==> src/rtl/bp_pkg.sv <==
// Shared types for the branch-predictor resolve controller: branch classes,
// per-stage prediction metadata, update records and the controller states.
package bp_pkg;

  typedef enum logic [1:0] {
    BT_OTHER = 2'b00,
    BT_JAL   = 2'b01,
    BT_BR    = 2'b10
  } btype_e;

  typedef struct packed {
    logic        valid;
    logic        ptaken;
    logic [31:0] ptarget;
  } bp_meta_t;

  typedef struct packed {
    logic [31:0] pc;
    btype_e      btype;
    logic        taken;
    logic [31:0] target;
  } bp_upd_t;

  typedef enum logic {
    RUN   = 1'b0,
    INVAL = 1'b1
  } state_e;

endpackage

==> src/rtl/bp_resolve_ctrl_fifo.sv <==
// Synchronous FIFO of predictor update records; extra pointer bit separates full from empty.
// A pop in the same cycle frees a slot for a push into a full FIFO.
module bp_upd_fifo
  import bp_pkg::*;
#(
  parameter int UPD_DEPTH = 4
) (
  input  logic    clk,
  input  logic    rst,
  input  logic    clr,
  input  logic    push,
  input  bp_upd_t wdata,
  input  logic    pop,
  output bp_upd_t rdata,
  output logic    full,
  output logic    empty
);

  localparam int AW = $clog2(UPD_DEPTH);

  logic [AW:0] wptr, rptr;
  logic        do_push, do_pop;
  bp_upd_t     mem [UPD_DEPTH];

  assign empty   = (wptr == rptr);
  assign full    = (wptr[AW] != rptr[AW]) && (wptr[AW-1:0] == rptr[AW-1:0]);
  assign do_pop  = pop && !empty;
  assign do_push = push && (!full || do_pop);
  assign rdata   = mem[rptr[AW-1:0]];

  always_ff @(posedge clk or posedge rst) begin
    if (rst) begin
      wptr <= '0;
      rptr <= '0;
    end else if (clr) begin
      wptr <= '0;
      rptr <= '0;
    end else begin
      if (do_push) wptr <= wptr + (AW+1)'(1);
      if (do_pop)  rptr <= rptr + (AW+1)'(1);
    end
  end

  always_ff @(posedge clk) begin
    if (do_push && !clr) mem[wptr[AW-1:0]] <= wdata;
  end

endmodule

==> src/rtl/bp_resolve_ctrl.sv <==
// Branch prediction resolve/redirect controller with update queue and BTB/PHT invalidate walk.
// Optional performance counters are built when BP_PERF_CNT_EN is defined.
module bp_resolve_ctrl
  import bp_pkg::*;
#(
  parameter int UPD_DEPTH  = 4,
  parameter int BP_ENTRIES = 16
) (
  input  logic                          clk,
  input  logic                          rst,
  input  logic                          pipe_adv,
  input  logic                          irq,
  input  logic                          if_valid,
  input  logic                          if_ptaken,
  input  logic [31:0]                   if_ptarget,
  input  logic [31:0]                   ex_pc,
  input  logic [1:0]                    ex_btype,
  input  logic                          ex_rtaken,
  input  logic [31:0]                   ex_btarget,
  output logic                          redirect,
  output logic [31:0]                   redirect_pc,
  output logic                          pred_en,
  output logic                          upd_valid,
  input  logic                          upd_ready,
  output logic [31:0]                   upd_pc,
  output logic [1:0]                    upd_btype,
  output logic                          upd_taken,
  output logic [31:0]                   upd_target,
  output logic                          inval,
  output logic [$clog2(BP_ENTRIES)-1:0] inval_idx
`ifdef BP_PERF_CNT_EN
  ,
  output logic [31:0]                   perf_br,
  output logic [31:0]                   perf_misp,
  output logic [15:0]                   perf_drop
`endif
);

  localparam int IDX_W = $clog2(BP_ENTRIES);
  localparam logic [IDX_W-1:0] IDX_LAST = IDX_W'(BP_ENTRIES - 1);

  state_e      state, state_nxt;
  bp_meta_t    id_meta_p1, ex_meta_p2;
  bp_upd_t     upd_in, upd_head;
  logic [31:0] pc_inc, pnext, anext;
  logic        is_br, run_ok, misp, push_req;
  logic        fifo_full, fifo_empty, fifo_pop, walk_last;

  // EX stage: compare the carried prediction against the resolution
  assign pc_inc   = ex_pc + 32'd4;
  assign is_br    = (btype_e'(ex_btype) != BT_OTHER);
  assign pnext    = (ex_meta_p2.valid && ex_meta_p2.ptaken) ? ex_meta_p2.ptarget : pc_inc;
  assign anext    = (is_br && ex_rtaken) ? ex_btarget : pc_inc;
  assign run_ok   = (state == RUN) && !irq && pipe_adv && ex_meta_p2.valid;
  assign misp     = run_ok && (pnext != anext);
  assign push_req = run_ok && is_br;

  assign redirect    = misp;
  assign redirect_pc = misp ? anext : 32'd0;
  assign walk_last   = (inval_idx == IDX_LAST);

  always_comb begin
    state_nxt = state;
    inval     = 1'b0;
    case (state)
      RUN: begin
        if (irq) state_nxt = INVAL;
      end
      INVAL: begin
        inval = 1'b1;
        if (!irq && walk_last) state_nxt = RUN;
      end
      default: state_nxt = RUN;
    endcase
  end

  always_ff @(posedge clk or posedge rst) begin
    if (rst) begin
      state     <= RUN;
      pred_en   <= 1'b0;
      inval_idx <= '0;
    end else begin
      state   <= state_nxt;
      pred_en <= (state_nxt == RUN);
      if (!irq && state == INVAL && !walk_last) inval_idx <= inval_idx + IDX_W'(1);
      else                                      inval_idx <= '0;
    end
  end

  // IF->ID->EX metadata; a redirect or interrupt turns ID/EX into bubbles
  always_ff @(posedge clk or posedge rst) begin
    if (rst) begin
      id_meta_p1 <= '0;
      ex_meta_p2 <= '0;
    end else if (irq || state == INVAL) begin
      id_meta_p1.valid <= 1'b0;
      ex_meta_p2.valid <= 1'b0;
    end else if (pipe_adv) begin
      id_meta_p1 <= '{valid: if_valid, ptaken: if_ptaken, ptarget: if_ptarget};
      ex_meta_p2 <= id_meta_p1;
      if (misp) begin
        id_meta_p1.valid <= 1'b0;
        ex_meta_p2.valid <= 1'b0;
      end
    end
  end

  assign upd_in = '{pc: ex_pc, btype: btype_e'(ex_btype), taken: ex_rtaken, target: ex_btarget};

  bp_upd_fifo #(
    .UPD_DEPTH (UPD_DEPTH)
  ) u_fifo (
    .clk   (clk),
    .rst   (rst),
    .clr   (irq),
    .push  (push_req),
    .wdata (upd_in),
    .pop   (fifo_pop),
    .rdata (upd_head),
    .full  (fifo_full),
    .empty (fifo_empty)
  );

  assign upd_valid  = !fifo_empty && (state == RUN);
  assign fifo_pop   = upd_valid && upd_ready;
  assign upd_pc     = upd_valid ? upd_head.pc     : 32'd0;
  assign upd_btype  = upd_valid ? upd_head.btype  : 2'd0;
  assign upd_taken  = upd_valid ? upd_head.taken  : 1'b0;
  assign upd_target = upd_valid ? upd_head.target : 32'd0;

`ifdef BP_PERF_CNT_EN
  function automatic logic [31:0] sat_inc32(input logic [31:0] v);
    return (&v) ? v : v + 32'd1;
  endfunction

  function automatic logic [15:0] sat_inc16(input logic [15:0] v);
    return (&v) ? v : v + 16'd1;
  endfunction

  logic drop;
  assign drop = push_req && fifo_full && !fifo_pop;

  always_ff @(posedge clk or posedge rst) begin
    if (rst) begin
      perf_br   <= '0;
      perf_misp <= '0;
      perf_drop <= '0;
    end else begin
      if (push_req) perf_br   <= sat_inc32(perf_br);
      if (misp)     perf_misp <= sat_inc32(perf_misp);
      if (drop)     perf_drop <= sat_inc16(perf_drop);
    end
  end
`endif

endmodule
==> config.mk <==
export PLATFORM = sky130hd
export DESIGN_NAME = bp_resolve_ctrl
export DESIGN_NICKNAME = d
export VERILOG_FILES = /design/src/rtl/bp_pkg.sv /design/src/rtl/bp_resolve_ctrl_fifo.sv /design/src/rtl/bp_resolve_ctrl.sv
export SDC_FILE = /design/constraint.sdc
export NUM_CORES = 1
export LEC_CHECK = 0
export BUFFER_PORTS_ARGS = -buffer_cell sky130_fd_sc_hd__buf_4
export CAP_MARGIN = 20
export CORE_ASPECT_RATIO = 0.7
export CORE_UTILIZATION = 57
export DETAILED_ROUTE_END_ITERATION = 10
export GPL_TIMING_DRIVEN = 0
export PLACE_DENSITY = 0.83
export SLEW_MARGIN = 40
export SYNTH_ARGS = -nofsm -noshare
export SYNTH_HDL_FRONTEND = slang
export SYNTH_SLANG_ARGS = --single-unit
==> constraint.sdc <==
create_clock -name clk -period 7.45 [get_ports clk]
set_clock_uncertainty 0.15 [all_clocks]
set_input_delay 1.49 -clock clk [delete_from_list [all_inputs] [get_ports clk]]
set_output_delay 1.49 -clock clk [all_outputs]
set_load 0.01 [all_outputs]
Word level (Yosys, flattened, before mapping). Memories as Yosys holds them, arrays and structs flattened. Cells that the tools add are included.

Add/sub/neg operators: 4. Equality and inequality tests: 5. Muxes and demuxes: 24. Bitwise operators: 3. Reductions and logical operators: 27.

Operators with widths (number): $mux W32 (5); $mux W34 (2); $add A32 B3 Y32 const B (1); $ne A32 B32 Y1 (1); $logic_and A1 B1 Y1 (16); $mux W3 (4); $mux W1 (10); $reduce_bool A2 Y1 (4); $add A3 B1 Y3 const B (2); $add A4 B1 Y4 const B (1); $eq A4 B4 Y1 const B (1); $logic_not A1 Y1 (4); $mux W4 (1); $eq A3 B3 Y1 (1); $not A1 Y1 (3); $eq A2 B2 Y1 (1); $logic_or A1 B1 Y1 (2); $mux W2 (1); $pmux W1 S2 (1); $reduce_and A2 Y1 (1); $ne A1 B1 Y1 (1).

Register bits after elaboration: 80. RAM bits: 268. Input bits: 106. Output and inout port bits: 107. Logic and storage cells: 75. Memories: 1.

Memory list: u_fifo.mem (words 4, bits a word 67, read ports 1, clocked after memory_dff 0, wr ports 1, line bp_resolve_ctrl_fifo.sv:23) `bp_upd_t mem [UPD_DEPTH];`.

Logic depth before layout (Yosys ltp). Gate-level depths: netlist of run 1.

Depth in word-level cells: 10. Gate-level depth with buffers: 12. Gate-level depth less buffers: 10.

By module. From an unflattened synthesis of run 1, not the netlist that was laid out.

Cell total of the unflattened synthesis: 1102. Area, all modules: 16419.5 um^2.

Modules (own cells, without submodules): bp_upd_fifo (instances 1, cells each 407, area each 10218.6 um^2, sequential area each 8197.9 um^2); bp_resolve_ctrl (instances 1, cells each 695, area each 6200.9 um^2, sequential area each 1851.8 um^2).

Least setup slack after synthesis of run 1. OpenSTA, ideal clock, no wires.

Path kind: in2out. From: input port ex_pc[2]. To: output port redirect_pc[4]. Arrival: 4350 ps. Data required time: 5810 ps. Slack: 1460 ps. Stages on the path: 11. Buffers on the path: 1. Cells stage by stage: ha_1 nand3_2 or4_1 nor4_1 xnor2_1 xnor2_1 a22o_1 or4_4 o31ai_2 buf_2 nor3b_1.

Word-level cells in the longest chain between the ends: 5. Elaborated cells between the ends (all ways): 6. Those cells by class: add/sub (1); eq/ne (1); mux (3); reduce/logical (1).

Ends and longest elaborated chain: from (decl) (line bp_resolve_ctrl.sv:16) `input logic [31:0] ex_pc,`; $add A32 B3 Y32 * (line bp_resolve_ctrl.sv:50) `assign pc_inc = ex_pc + 32'd4;`; $mux W32 (on tied branches) (line bp_resolve_ctrl.sv:52, bp_resolve_ctrl.sv:53); $ne A32 B32 Y1 (line bp_resolve_ctrl.sv:55) `assign misp = run_ok && (pnext != anext);`; $logic_and A1 B1 Y1 (line bp_resolve_ctrl.sv:55); $mux W32 * (line bp_resolve_ctrl.sv:59) `assign redirect_pc = misp ? anext : 32'd0;`; to (decl) (line bp_resolve_ctrl.sv:21) `output logic [31:0] redirect_pc,`.

Every way passes the cells marked *; elsewhere a longest branch is shown, timed or not.

Worst setup path after layout of run 1.
From: input port ex_btype[0]. To: output port redirect_pc[12].

Word-level cells in the longest chain between the ends: 6.

Ends and longest elaborated chain: from (decl) (line bp_resolve_ctrl.sv:17) `input logic [1:0] ex_btype,`; $reduce_bool A2 Y1 * (line bp_resolve_ctrl.sv:51) `assign is_br = (btype_e'(ex_btype) != BT_OTHER);`; $logic_and A1 B1 Y1 * (line bp_resolve_ctrl.sv:53) `assign anext = (is_br && ex_rtaken) ? ex_btarget : pc_inc;`; $mux W32 * (line bp_resolve_ctrl.sv:53); $ne A32 B32 Y1 (line bp_resolve_ctrl.sv:55); $logic_and A1 B1 Y1 (line bp_resolve_ctrl.sv:55); $mux W32 * (line bp_resolve_ctrl.sv:59).

Marks and branches as above.

==> results.md, run 1 <==
* Number of DRC violations after detailed-routing iteration 0 at 1100
* Aggregate global routing overflow at 0
* Critical Path Sink Type: output port
* Length of routed wiring on met1 at ~19 mm
* Distinct cell type count of the synthesized netlist at 80
* Starting density of the core at 0.585
* Die area at between 20000 and 30000 um^2
* Final Hold Slack at ~0.34 ns
* Power density over the cells at approximately 200 nW/um^2
* Vias after detailed routing at between 10k and 15k
* Half-perimeter wire length of the detailed placement result at about 32 mm
* Final estimated routing congestion in global placement at between 0.9 and 1
* Remaining design rule violation count at 0
* Post-synthesis register bit count at between 300 and 400
* Worst-margin pin slew at roughly 0.78 ns
* Final net count at ~1.5k
* Setup repair after global routing missed its margin: no
* Relative slew slack at 0.480
* Count of antenna diodes in the layout at 0
* Start-to-end type of the worst setup path: input port to output port
* Growth of design area from synthesis to finish at 19.8%
* Leak at around 0.0072 uW
* Placeable core area at 28000 um^2
* H-tree level count at 1
* Number of setup buffers added after CTS at 0
* MaxCap Viol Count at 0
* Maximum fanout count along the critical path at 10
* Yosys top cell by area: sky130_fd_sc_hd__edfxtp_1
* Met3 WL at between 5 and 6 mm
* Inserted Clock Buffers at 31
* First-pass iteration count of the detailed router at 6
* Most used flip-flop cell after synthesis: sky130_fd_sc_hd__edfxtp_1
* Detailed-route wire length at approximately 45 mm
* WL met2 at ~20 mm
* Largest net degree at the start of global routing at 55
* Residual antenna-violating net count after detailed routing at 0
* Synth top cells by count: sky130_fd_sc_hd__edfxtp_1 (268), sky130_fd_sc_hd__dfrtp_1 (80), sky130_fd_sc_hd__nor2b_1 (72), sky130_fd_sc_hd__mux2_2 (68), sky130_fd_sc_hd__mux4_2 (67)
* CTS clk-pin slew, worst paths at ~0.07 ns
* Count of endpoints failing setup in the final report at 0
* Portion of synthesized cell area occupied by the leading cell type at 0.491
* Net count of the mapped netlist at roughly 1.2k
* Source-to-sink clock delay at the later pin of the worst-skew pair at ~0.58 ns
* Overall die height at around 140 um
* Data required time at the worst endpoint at around 5.8 ns
* Fmax at about 0.14 GHz
* Number of slew-limit violations in the final report at 0
* Clock tree root buffer cell: sky130_fd_sc_hd__clkbuf_16
* Sequential cell area fraction in the yosys report at 0.613
* Hold buffers post-CTS at 0
* Final-report hold violation count at 0
* Std cell rows at between 50 and 60
* Highest routed metal layer: met4
* Global-route wire length before repair at roughly 66 mm
* Worst Setup Start Kind: input port
* Final Worst Setup Slack at between 0.2 and 0.25 ns
* Minimum period implied by the final worst setup slack at approximately 7.2 ns
* Number of flops mapped to enable cells by yosys at roughly 270
* Classification of the worst-slack hold path: flop to flop
* Biggest area contributors in the synthesized netlist: sky130_fd_sc_hd__edfxtp_1 (49%), sky130_fd_sc_hd__dfrtp_1 (12%), sky130_fd_sc_hd__mux4_2 (9.2%)
* Maximum root-to-sink buffer count at 3
* Mean cell area of the mapped netlist at roughly 15 um^2
* Share of layout cells above drive strength 1 at 0.326
* Most used standard cell by instance count after synthesis: sky130_fd_sc_hd__edfxtp_1
* Synth Instances at approximately 1.1k
* Number of vias per cell at between 6 and 7
* Result of the run: completed
* Antenna violations before repair at 0
* Setup WS pre-CTS at 0.427 ns
* Global Route Usage Sum at 0.309
* Total I/O pin count at about 210
* Arrival time of data at the critical path endpoint at approximately 5.6 ns
* Count of input and output buffers at 212
* Share of synthesized flip-flops with an asynchronous set or reset at 0.230
* Routed length per placed instance at 25.7 um
* Total of warnings raised by yosys at 0
* Die outline width at just over 200 um
* Netlist area before placement at about 16000 um^2
* Number of instances resized during post-cts repair at 0
* Sum of negative setup slack at 0 ns
* Portion of the clock cycle consumed by the worst path in the final layout at 0.967
* Sinks on the clock net at 348
* CTS tree: done
* Via count of the first global-routing pass at between 10k and 15k
* VDD IR max at 0.165 mV
-- layer usage --
layer	vias up	track usage
li1	4754	-
met4	0	0.0648
met2	697	0.459
met1	5491	0.466
met5	-	0
met3	77	0.0707
-- worst paths after layout --
kind	start	to	slack [ns]	cells after the start
setup reg to reg	ex_meta_p2[33]$_DFFE_PP0P_	id_meta_p1[33]$_DFFE_PP0P_	3.75	10
setup / recovery	ex_btype[0]	redirect_pc[12]	0.24	13
hold reg to reg	inval_idx[0]$_DFF_PP0_	inval_idx[0]$_DFF_PP0_	0.34	1
min in group asynchronous	rst	id_meta_p1[13]$_DFFE_PP0P_	0.72	2
hold / removal	inval_idx[0]$_DFF_PP0_	inval_idx[0]$_DFF_PP0_	0.34	1
max in group asynchronous	rst	ex_meta_p2[9]$_DFFE_PP0P_	5.90	3
-- final cells by class --
cell class	count	area, um^2
fill	1841	8390
timing repair buffer	220	1760
clock buffer	42	848
multi-input combinational	672	6020
tap	371	464
clock inverter	15	143
inverter	14	57.6
buffer	65	283
sequential	348	10000
-- stage by stage --
step           cells  area, um^2  power [uW]   util
2_1_floorplan   1099       16400        2310      -
3_3_place_gp    1682       18400        2440  0.658
3_5_place_dp    1690       18600        2450  0.665
4_1_cts         1747       19600        3990  0.701
5_1_grt         1747       19600        4100  0.701
6_report        1747       19600        3990  0.701
-- sequential cells by signal, summed over array words and instances (netlist names) --
signal	cells
ex_meta_p2	34
id_meta_p1	34
inval_idx	4
pred_en	1
state	1
u_fifo.mem	268
u_fifo.rptr	3
u_fifo.wptr	3
-- logic make-up (layout without fill, tap and decap cells) --
family                     after synthesis  in the layout  share of synthesized area
buffers and inverters                   79            356                     0.0199
and+or+nand+nor                        308            308                      0.107
xor gates and xnor gates                93             93                     0.0575
AOI/OAI and AO/OA                      126            126                     0.0564
muxes                                  138            138                      0.141
DFF                                    348            348                      0.613
adders and majority gates                7              7                    0.00534
-- critical path, cell delays in order --
cell and delay, ns:
sky130_fd_sc_hd__buf_4 0.16, sky130_fd_sc_hd__o21ai_0 0.42, sky130_fd_sc_hd__buf_2 0.36, sky130_fd_sc_hd__clkbuf_1 0.51
sky130_fd_sc_hd__clkbuf_1 0.49, sky130_fd_sc_hd__a31oi_1 0.34, sky130_fd_sc_hd__xor2_1 0.23, sky130_fd_sc_hd__nor3_1 0.29
sky130_fd_sc_hd__a21oi_1 0.14, sky130_fd_sc_hd__o31ai_2 0.39, sky130_fd_sc_hd__buf_2 0.35, sky130_fd_sc_hd__a211oi_1 0.16
sky130_fd_sc_hd__buf_4 0.22
-- cells in the final DEF, fill, tap and decap left out, types with 21 or more instances in the layout --
| cell type | Yosys | routed |
|---|---|---|
| sky130_fd_sc_hd__edfxtp_1 | 268 | 268 |
| sky130_fd_sc_hd__buf_4 | 3 | 215 |
| sky130_fd_sc_hd__dfrtp_1 | 80 | 80 |
| sky130_fd_sc_hd__nor2b_1 | 72 | 72 |
| sky130_fd_sc_hd__mux2_2 | 68 | 68 |
| sky130_fd_sc_hd__mux4_2 | 67 | 67 |
| sky130_fd_sc_hd__nor2_1 | 53 | 53 |
| sky130_fd_sc_hd__xnor2_1 | 53 | 53 |
| sky130_fd_sc_hd__nand2_1 | 48 | 48 |
| sky130_fd_sc_hd__clkbuf_1 | 38 | 47 |
| sky130_fd_sc_hd__clkbuf_16 | 0 | 32 |
| sky130_fd_sc_hd__xor2_1 | 31 | 31 |
| sky130_fd_sc_hd__nand3_1 | 25 | 25 |
| sky130_fd_sc_hd__nand4_1 | 24 | 24 |
| sky130_fd_sc_hd__a21oi_1 | 21 | 21 |
-- report_power, final --
part	switching (uW)	total [uW]	internal (uW)
registers	20.8	2140	2110
clock network	699	1570	872
logic	165	283	119
(Power assumes the default switching activity.)
==> run 2, diff against run 1 <==
Settings changed: GPL_TIMING_DRIVEN 0 to unset.
==> run 2 against run 1 <==
  * Final cell count fell by 3.1%
  * Combinational power hardly changed
  * Clock power is 9.6% higher
  * Register-to-register slack better by 0.04 ns
  * Power grew 3.6%
==> results.md, run 2 (synthesis gave the netlist of run 1 again) <==
* Result of the run: completed
* Commonest non-fill, non-tap cells in the layout: sky130_fd_sc_hd__edfxtp_1 (268), sky130_fd_sc_hd__buf_4 (222), sky130_fd_sc_hd__dfrtp_1 (78)
* Share of layout cells above drive strength 1 at 0.332
* Final estimated routing congestion in global placement at 0.937
* MaxCap Viol Count at 0
* Flip-flop count of the largest register after layout at ~270
* Number of slew-limit violations in the final report at 0
* Maximum root-to-sink buffer count at 3
* Number of instances resized during post-cts repair at 0
* CTS clk-pin slew, worst paths at ~0.06 ns
* Setup repair after global routing missed its margin: no
* VDD IR max at 0.152 mV
* Maximum fanout count along the critical path at 18
* First-pass iteration count of the detailed router at 5
* Finished Cell Area at between 15000 and 20000 um^2
* Global Route Usage Sum at 0.292
* H-tree level count at 2
* Fmax at 0.148 GHz
* Worst-margin pin slew at a little under 0.9 ns
* Fill cell instance count of the final layout at between 1.5k and 2k
* Most frequent standard cell in the layout excluding fill and tap cells: sky130_fd_sc_hd__edfxtp_1
* Relative slew slack at 0.420
* Critical Path Sink Type: output port
* Half-perimeter wire length of the detailed placement result at between 20 and 30 mm
* Final net count at about 1.4k
* Growth of design area from synthesis to finish at 18.8%
* Dominant cell type by count on the critical path: sky130_fd_sc_hd__buf_4
* Residual antenna-violating net count after detailed routing at 0
* Portion of the clock cycle consumed by the worst path in the final layout at 0.907
* Hold buffers post-CTS at 0
* Number of vias per cell at ~6.3
* Minimum period implied by the final worst setup slack at ~6.8 ns
* Global-route wire length before repair at about 63 mm
* Die area at about 29000 um^2
* Overall power after layout at 4130 uW
* Data required time at the worst endpoint at ~5.8 ns
* Ordered cell list for the critical path: buf_4, ha_1, nand3_2, or4_1, nor4_1, xnor2_1, xnor2_1, a22o_1, or4_4, o31ai_4, buf_4, a211oi_1, buf_4
* Count of antenna diodes in the layout at 0
* Detailed-route wire length at ~42 mm
* Arrival time of data at the critical path endpoint at approximately 5.1 ns
* Clock tree root buffer cell: sky130_fd_sc_hd__clkbuf_16
* Remaining design rule violation count at 0
* Power density over the cells at 212 nW/um^2
* Antenna violations before repair at 0
* Sum of negative setup slack at 0 ns
* Number of DRC violations after detailed-routing iteration 0 at about 1.1k
* Number of setup buffers added after CTS at 0
* Buffers plus inverters on the worst setup path at 3
* Die outline width at a little over 200 um
* Final-report hold violation count at 0
* Aggregate global routing overflow at 0
* Vias after detailed routing at around 11k
* Via count of the first global-routing pass at a little over 10k
* Source-to-sink clock delay at the later pin of the worst-skew pair at about 0.5 ns
* Start-to-end type of the worst setup path: input port to output port
* Total I/O pin count at between 200 and 250
* Count of input and output buffers at 212
* Dominant delay contributor by cell family on the critical path: simple AND/OR/NAND/NOR gates
* Classification of the worst-slack hold path: flop to flop
* Leak at 0.00714 uW
* Largest stage delay, worst path at 0.59 ns
* Sinks on the clock net at 348
* Std cell rows at a little over 50
* Starting density of the core at 0.585
* Placeable core area at between 20000 and 30000 um^2
* Overall die height at ~140 um
* Routed length per placed instance at about 25 um
* Largest net degree at the start of global routing at 81
* Inserted Clock Buffers at 34
* Worst Setup Start Kind: input port
* CP max stage cell: sky130_fd_sc_hd__or4_1
* Area after detailed placement at 18400 um^2
* CTS tree: done
* Count of endpoints failing setup in the final report at 0
[run 2: final timing paths]
kind                                       startpoint                           to  slack, ns  cells past startpoint
max reg2reg                           state$_DFF_PP0_  u_fifo.mem[1][56]$_DFFE_PP_       3.79                      6
min reg2reg                id_meta_p1[22]$_DFFE_PP0P_   ex_meta_p2[22]$_DFFE_PP0P_       0.33                      2
max in group asynchronous                         rst   u_fifo.rptr[0]$_DFFE_PP0P_       5.58                      3
min in group asynchronous                         rst   id_meta_p1[13]$_DFFE_PP0P_       1.00                      3
max                                          ex_pc[2]              redirect_pc[28]       0.69                     13
min                        id_meta_p1[22]$_DFFE_PP0P_   ex_meta_p2[22]$_DFFE_PP0P_       0.33                      2
[run 2: where the power goes]
part / leakage, uW / internal (uW) / total, uW / switching (uW)
clock network: 0.000544 / 1010 / 1720 / 703
registers: 0.00347 / 2110 / 2130 / 19.4
logic: 0.00312 / 116 / 281 / 165
[run 2: per-stage QoR]
step | util | setup slack [ns] | hold slack, ns | cells
floorplan | - | 1.46 | 0.296 | 1099
global placement | 0.654 | 0.825 | 0.314 | 1630
detailed placement | 0.655 | 0.778 | 0.320 | 1631
CTS | 0.695 | 0.761 | 0.333 | 1692
global route | 0.695 | 0.554 | 0.369 | 1692
finish | 0.695 | 0.694 | 0.331 | 1692
[run 2: worst register-to-register path, stage by stage, from the launching register on]
cell	delay, ns
sky130_fd_sc_hd__dfrtp_1	0.48
sky130_fd_sc_hd__nor2_1	0.20
sky130_fd_sc_hd__and3_1	0.43
sky130_fd_sc_hd__o21ai_0	0.16
sky130_fd_sc_hd__a21oi_1	0.42
sky130_fd_sc_hd__and2_2	0.77
sky130_fd_sc_hd__buf_4	0.67
[run 2: layer usage]
metal  part of all wire  GRT usage
met5            0.00097     0.0119
met4              0.025     0.0821
met3               0.11     0.0603
met2               0.44      0.421
met1               0.43      0.448
[run 2: cell type report]
class                           instances  area, um^2  share of cell area
Timing Repair Buffer                  226        1730              0.0887
Tap cell                              371         464              0.0238
Multi-Input combinational cell        672        6060               0.311
Sequential cell                       348       10100               0.516
Clock buffer                           53        1020              0.0522
Inverter                               14        53.8             0.00276
Clock inverter                          8        98.8             0.00508
